### src/rtl/yutorina_bus_timer_pkg.sv
// yutorina_bus_timer_pkg -- shared definitions for the yutorina bus timer.
//   Bus widths, register indices, CTRL field layout, bus FSM state
//   encoding and helpers that format the register fields for read-back.
package yutorina_bus_timer_pkg;

  // Bus widths
  localparam int unsigned DATA_W = 32;
  localparam int unsigned ADDR_W = 2;

  // Register indices (word address low bits)
  localparam logic [ADDR_W-1:0] REG_CTRL    = 2'd0;
  localparam logic [ADDR_W-1:0] REG_INTR    = 2'd1;
  localparam logic [ADDR_W-1:0] REG_EXPR    = 2'd2;
  localparam logic [ADDR_W-1:0] REG_COUNTER = 2'd3;

  // Bus handshake FSM encoding
  typedef enum logic [1:0] {
    ST_IDLE   = 2'd0,
    ST_ACCESS = 2'd1,
    ST_DONE   = 2'd2
  } bus_state_e;

  // CTRL layout: bit1 periodic, bit0 start
  typedef struct packed {
    logic periodic;
    logic start;
  } ctrl_t;

  // CTRL as a bus word; bits above the two fields read as zero
  function automatic logic [DATA_W-1:0] ctrl_word(input ctrl_t c);
    return {{(DATA_W-2){1'b0}}, c};
  endfunction

  // INTR as a bus word; only the flag bit is implemented
  function automatic logic [DATA_W-1:0] flag_word(input logic f);
    return {{(DATA_W-1){1'b0}}, f};
  endfunction

endpackage

### src/rtl/yutorina_bus_timer.sv
// yutorina_bus_timer -- memory-mapped interval timer with a fixed-latency
// asynchronous-style bus handshake.
//
// Ports:
//   clk     sole clock, rising edge
//   rst     synchronous reset, active-low
//   cs_     chip select from the address decoder, active-low
//   as_     address strobe from the bus master, active-low
//   rw      access direction, 1 = read, 0 = write
//   addr    register index: 0 CTRL, 1 INTR, 2 EXPR, 3 COUNTER
//   w_data  write data
//   r_data  read data, valid only while rdy_ is low, otherwise 0
//   rdy_    access-complete strobe, active-low, one cycle per access
//   irq     level interrupt, mirrors INTR.flag
//
// Every access takes exactly two cycles from strobe to rdy_: the strobe
// cycle is latched, the ACCESS cycle performs the write or samples the
// read value, and DONE presents rdy_/r_data. Strobes seen outside IDLE are
// ignored, so a strobe held low restarts an access every third cycle.
module yutorina_bus_timer
  import yutorina_bus_timer_pkg::*;
(
  input  logic              clk,
  input  logic              rst,
  input  logic              cs_,
  input  logic              as_,
  input  logic              rw,
  input  logic [ADDR_W-1:0] addr,
  input  logic [DATA_W-1:0] w_data,
  output logic [DATA_W-1:0] r_data,
  output logic              rdy_,
  output logic              irq
);

  // Bus FSM and latched request
  bus_state_e        state_r;
  bus_state_e        state_nxt_s;
  logic              latch_s;
  logic              rw_r;
  logic [ADDR_W-1:0] addr_r;
  logic [DATA_W-1:0] w_data_r;

  // Registered bus outputs
  logic              rdy_r;
  logic              rdy_nxt_s;
  logic [DATA_W-1:0] r_data_r;
  logic [DATA_W-1:0] r_data_nxt_s;

  // Access decode
  logic              strobe_s;
  logic              access_s;
  logic              wr_s;
  logic              wr_ctrl_s;
  logic              wr_intr_s;
  logic              wr_expr_s;
  logic              wr_counter_s;
  logic [DATA_W-1:0] rd_word_s;

  // Timer registers
  ctrl_t             ctrl_r;
  ctrl_t             ctrl_nxt_s;
  logic              flag_r;
  logic              flag_nxt_s;
  logic [DATA_W-1:0] expr_r;
  logic [DATA_W-1:0] expr_nxt_s;
  logic [DATA_W-1:0] counter_r;
  logic [DATA_W-1:0] counter_nxt_s;
  logic              expire_s;
  logic              count_s;

  assign strobe_s = ~cs_ & ~as_;

  // The register work of an access happens only in ACCESS and only with the
  // fields captured on the strobe, so bus inputs may change freely afterwards.
  assign access_s     = (state_r == ST_ACCESS);
  assign wr_s         = access_s & ~rw_r;
  assign wr_ctrl_s    = wr_s & (addr_r == REG_CTRL);
  assign wr_intr_s    = wr_s & (addr_r == REG_INTR);
  assign wr_expr_s    = wr_s & (addr_r == REG_EXPR);
  assign wr_counter_s = wr_s & (addr_r == REG_COUNTER);

  // Read-back mux over the pre-update register values
  always_comb begin
    rd_word_s = {DATA_W{1'b0}};
    case (addr_r)
      REG_CTRL:    rd_word_s = ctrl_word(ctrl_r);
      REG_INTR:    rd_word_s = flag_word(flag_r);
      REG_EXPR:    rd_word_s = expr_r;
      REG_COUNTER: rd_word_s = counter_r;
      default:     rd_word_s = {DATA_W{1'b0}};
    endcase
  end

  // Bus FSM next state and next values of the registered outputs
  always_comb begin
    state_nxt_s  = state_r;
    latch_s      = 1'b0;
    rdy_nxt_s    = 1'b1;
    r_data_nxt_s = {DATA_W{1'b0}};
    case (state_r)
      ST_IDLE: begin
        if (strobe_s) begin
          state_nxt_s = ST_ACCESS;
          latch_s     = 1'b1;
        end else begin
          state_nxt_s = ST_IDLE;
        end
      end
      ST_ACCESS: begin
        // rdy_ and r_data are registered, so they are set up here and
        // appear during DONE.
        state_nxt_s = ST_DONE;
        rdy_nxt_s   = 1'b0;
        if (rw_r) begin
          r_data_nxt_s = rd_word_s;
        end else begin
          r_data_nxt_s = {DATA_W{1'b0}};
        end
      end
      ST_DONE: begin
        state_nxt_s = ST_IDLE;
      end
      default: begin
        state_nxt_s = ST_IDLE;
      end
    endcase
  end

  // Bus FSM state, request latch and registered bus outputs
  always_ff @(posedge clk) begin
    if (!rst) begin
      state_r  <= ST_IDLE;
      rw_r     <= 1'b0;
      addr_r   <= {ADDR_W{1'b0}};
      w_data_r <= {DATA_W{1'b0}};
      rdy_r    <= 1'b1;
      r_data_r <= {DATA_W{1'b0}};
    end else begin
      state_r  <= state_nxt_s;
      rdy_r    <= rdy_nxt_s;
      r_data_r <= r_data_nxt_s;
      if (latch_s) begin
        rw_r     <= rw;
        addr_r   <= addr;
        w_data_r <= w_data;
      end
    end
  end

  // Expiry compares against the current EXPR; a write to EXPR in the same
  // cycle only affects later comparisons.
  assign expire_s = ctrl_r.start & (counter_r == expr_r);
  assign count_s  = ctrl_r.start & (counter_r != expr_r);

  // Timer next values: a bus write to a register overrides whatever the
  // counting logic would have done to that same register this cycle.
  always_comb begin
    ctrl_nxt_s    = ctrl_r;
    flag_nxt_s    = flag_r;
    expr_nxt_s    = expr_r;
    counter_nxt_s = counter_r;

    if (wr_ctrl_s) begin
      ctrl_nxt_s = ctrl_t'(w_data_r[1:0]);
    end else if (expire_s && !ctrl_r.periodic) begin
      ctrl_nxt_s.start = 1'b0;
    end else begin
      ctrl_nxt_s = ctrl_r;
    end

    // Software clear of the flag beats a simultaneous expiry
    if (wr_intr_s) begin
      flag_nxt_s = w_data_r[0];
    end else if (expire_s) begin
      flag_nxt_s = 1'b1;
    end else begin
      flag_nxt_s = flag_r;
    end

    if (wr_expr_s) begin
      expr_nxt_s = w_data_r;
    end else begin
      expr_nxt_s = expr_r;
    end

    // An EXPR below COUNTER is reached by natural 32-bit wrap-around
    if (wr_counter_s) begin
      counter_nxt_s = w_data_r;
    end else if (expire_s) begin
      counter_nxt_s = {DATA_W{1'b0}};
    end else if (count_s) begin
      counter_nxt_s = counter_r + 32'd1;
    end else begin
      counter_nxt_s = counter_r;
    end
  end

  // Timer register update
  always_ff @(posedge clk) begin
    if (!rst) begin
      ctrl_r    <= ctrl_t'(2'b00);
      flag_r    <= 1'b0;
      expr_r    <= {DATA_W{1'b0}};
      counter_r <= {DATA_W{1'b0}};
    end else begin
      ctrl_r    <= ctrl_nxt_s;
      flag_r    <= flag_nxt_s;
      expr_r    <= expr_nxt_s;
      counter_r <= counter_nxt_s;
    end
  end

  assign r_data = r_data_r;
  assign rdy_   = rdy_r;
  assign irq    = flag_r;

endmodule

### config.mk
export PLATFORM = sky130hd
export DESIGN_NAME = yutorina_bus_timer
export DESIGN_NICKNAME = d
export VERILOG_FILES = /design/src/rtl/yutorina_bus_timer_pkg.sv /design/src/rtl/yutorina_bus_timer.sv
export SDC_FILE = /design/constraint.sdc
export NUM_CORES = 1
export LEC_CHECK = 0
export CAP_MARGIN = 30
export CORE_UTILIZATION = 60
export CTS_CLUSTER_DIAMETER = 30
export CTS_CLUSTER_SIZE = 14
export DETAILED_ROUTE_END_ITERATION = 8
export GPL_TIMING_DRIVEN = 0
export PLACE_DENSITY = 0.89
export SYNTH_ARGS = -nofsm -noshare
export SYNTH_HDL_FRONTEND = slang
export SYNTH_SLANG_ARGS = --single-unit
### constraint.sdc
create_clock -name clk -period 5.2 [get_ports clk]
set_input_delay 1.56 -clock clk [delete_from_list [all_inputs] [get_ports clk]]
set_output_delay 1.56 -clock clk [all_outputs]
set_load 0.02 [all_outputs]
==> impl_metrics.toml <==
[critical_path]
worstSetupStartpoint = "irq"
cp.buffers_inverters = 1
crit_path_cell_trace = "clkdlybuf4s50_1"
max_stage_delay_ns = 0.63
cp-endpoint = "irq"
worst_ep_arrival_time_ns = 1.54
timing.rr.end = "counter_r[21]"
end_kind = "output port"
crit_type = "flip-flop to output port"
crit_cells = 1
reg2reg_slack_ns = 2.40
ff2ff_path_depth = 7
crit_family = "buffers and inverters"
start_kind = "flip-flop"
worstPathRequired_ns = 3.64
path_max_fanout = 3
critPathSlowestCell = "clkdlybuf4s50_1"
r2r_start = "counter_r[5]"

[worst_hold_path]
min_path_type = "flip-flop to flip-flop"

[die]
ios = 73
coreArea_um2 = 9730
die_y_um = 102
dieArea_um2 = 10400
rows = 36
start_util_pct = 61.7
die_w_um = 102

[timing]
setup-tns-final_ns = 0
rsz0062_at_grt = "no"
fmax_mhz = 323
relSlewSlack_pct = 38.3
final-hold-violation-count = 0
final.period_utilization_pct = 59.6
period_minus_slack_ns = 3.10
maxSlewViolCount = 0
skew_ns = 0.00839
final-setup-viol-count = 0
worst_slew_pin_slew_ns = 0.926

[routing]
wl_per_cell_um = 19.2
drc = 0
vias = 5680
route.met3.wl_mm = 1.77
ant_nets = 0
vias_per_cell = 6.09
wl_met1_mm = 6.91
drt_first_pass_iters = 5
drtIter0Drc = 464
met2_length_mm = 8.44
top_layer = "met4"
postRouteWirelength_mm = 17.9

[clock_tree]
clk_path_buf_depth = 2
numCtsBuffers = 17
cts_tree = "done"
clock_latency_ns = 0.54
clock-root-buffer = "clkbuf_8"
post_cts_resized = 0
cts.sinks = 137
ctsHoldBuffers = 0
path_clk_slew_ns = 0.06
cts.htree.levels = 4
post-cts-setup-buffers = 0

[yosys]
netlist-cell-type-count = 51
ys_seq_elements = 137
synth-edff-count = 0
ys_top_cells_by_area = "dfxtp_1 46%, nand2_1 9.2%, xor2_1 6.1%"
async_flop_share_pct = 0
ys.flop_type = "dfxtp_1"
syn_area_um2 = 6000
seq_area_frac_synth_pct = 45.7
yosys.area.top_type_share_pct = 45.7
syn-num-nets = 736
synthCells = 696
synth_top_area_cell = "dfxtp_1"
syn_avg_cell_area_um2 = 8.63
ys_warn_count = 0

[power_and_ir_drop]
vdd_drop_max_uv = 194
power_mw = 2.39
power.density_nw_per_um2 = 319
power.leakage_nw = 2.84

[final_layout]
layout-drive-gt1-share_pct = 8.13
n_fill_cell = 677
syn_to_final_growth_pct = 24.7
nNetsFinal = 828
antenna_cells = 0

[global_route]
grt.total_usage_pct = 35.9
grt_max_degree = 17
grt_pass1_wl_mm = 27.7
grt_pass1_vias = 5579
antenna_found_initial = 0
grt-ovfl-total = 0

[placed_design]
gp_congestion = 0.934
port_buffers = 72
dpl.hpwl_mm = 12.3

[run_status]
outcome = "complete, no violations"

[flow_run]
drv_cap = 0
[synth_stat cells (2+ instances only)]
master,n
a21oi_1,66
o41ai_1,2
or4_1,5
nand3_1,14
buf_1,2
o21ai_0,6
a32o_1,10
nand4b_1,2
nor4_1,9
buf_2,6
and2_1,2
a31oi_1,2
nand2b_1,2
o31a_1,2
clkbuf_1,40
nor3_1,7
and3_1,23
mux2i_1,31
xnor2_1,17
a21boi_0,16
mux2_2,2
nand4_1,12
dfxtp_1,137
a31o_2,12
xor2_1,42
nor2_1,46
clkbuf_2,4
inv_1,6
o2111ai_1,2
o211ai_1,2
nand2_1,147
[placed cells by master, fill, tap and decap left out, types with 4 or more instances in the layout]
cell type	instances
a31o_2	12
and3_1	23
clkbuf_1	41
dfxtp_1	137
a21oi_1	66
inv_1	6
o21ai_0	6
clkbuf_16	16
xnor2_1	17
nand4_1	12
a21boi_0	16
nor3_1	7
clkbuf_2	4
nand3_1	14
nor4_1	9
clkinvlp_4	5
mux2i_1	31
clkbuf_8	5
or4_1	5
xor2_1	42
nand2_1	147
a32o_1	10
buf_2	7
nor2_1	46
clkdlybuf4s50_1	72
[registers in the layout (all words and copies together), names as in the netlist]
| register | count |
|---|---|
| counter_r | 32 |
| expr_r | 32 |
| r_data | 32 |
| w_data_r | 32 |
| addr_r | 2 |
| ctrl_r | 2 |
| state_r | 2 |
| irq | 1 |
| rdy_ | 1 |
| rw_r | 1 |
[kinds of logic (layout without fill, tap and decap cells)]
family                   Yosys count  after routing  share of synthesized area (%)
AO/OA/AOI/OAI                    126            126                           13.6
flip-flops                       137            137                           45.7
adder cells (fa/ha/maj)            1              1                          0.208
multiplexers                      34             34                           5.92
XOR/XNOR                          59             59                           8.61
buffers and inverters             60            164                           4.08
AND/OR/NAND/NOR                  279            279                           21.9
[report_power, final]
group          total, mW  leakage, nW  internal (mW)  switching (mW)
combinational      0.106         1.46         0.0472          0.0584
clock               1.20        0.272          0.733           0.469
sequential          1.08         1.11           1.06          0.0140
[per-layer routing]
metal | vias up | GRT usage (%)
li1 | 2578 | -
met1 | 2666 | 42.5
met2 | 362 | 58.5
met5 | - | 0
met4 | 0 | 21.5
met3 | 74 | 9.44
[worst min-delay path by stage]
stage                            start      endpoint  depth (start not counted)
after floorplan           w_data_r[10]    expr_r[10]                          2
after global placement    w_data_r[30]    expr_r[30]                          2
after detailed placement  w_data_r[20]    expr_r[20]                          2
after CTS                 w_data_r[25]  w_data_r[25]                          2
after global routing      w_data_r[25]    expr_r[25]                          2
final                     w_data_r[25]  w_data_r[25]                          2
[final cells by class]
class | count | area [um^2] | share of cell area [%]
multi-input cells | 499 | 3020 | 40.3
flip-flops and latches | 137 | 2740 | 36.6
repair buffers | 73 | 726 | 9.70
clock buffers | 22 | 473 | 6.32
plain buffers | 53 | 219 | 2.93
well taps | 133 | 166 | 2.22
clock inverters | 9 | 115 | 1.54
inverters | 7 | 26.3 | 0.351
[through the flow]
| step | area [um^2] | setup slack (ns) | cells | hold WS [ns] | utilization [%] |
|---|---|---|---|---|---|
| global placement | 6890 | 1.34 | 901 | 0.457 | 70.8 |
| global route | 7480 | 2.08 | 933 | 0.493 | 76.9 |
| floorplan | 6000 | 2.35 | 696 | 0.441 | - |
| finish | 7480 | 2.10 | 933 | 0.478 | 76.9 |
| detailed placement | 6900 | 1.69 | 902 | 0.470 | 70.9 |
| CTS | 7480 | 2.11 | 933 | 0.480 | 76.9 |
(Power assumes the default switching activity.)
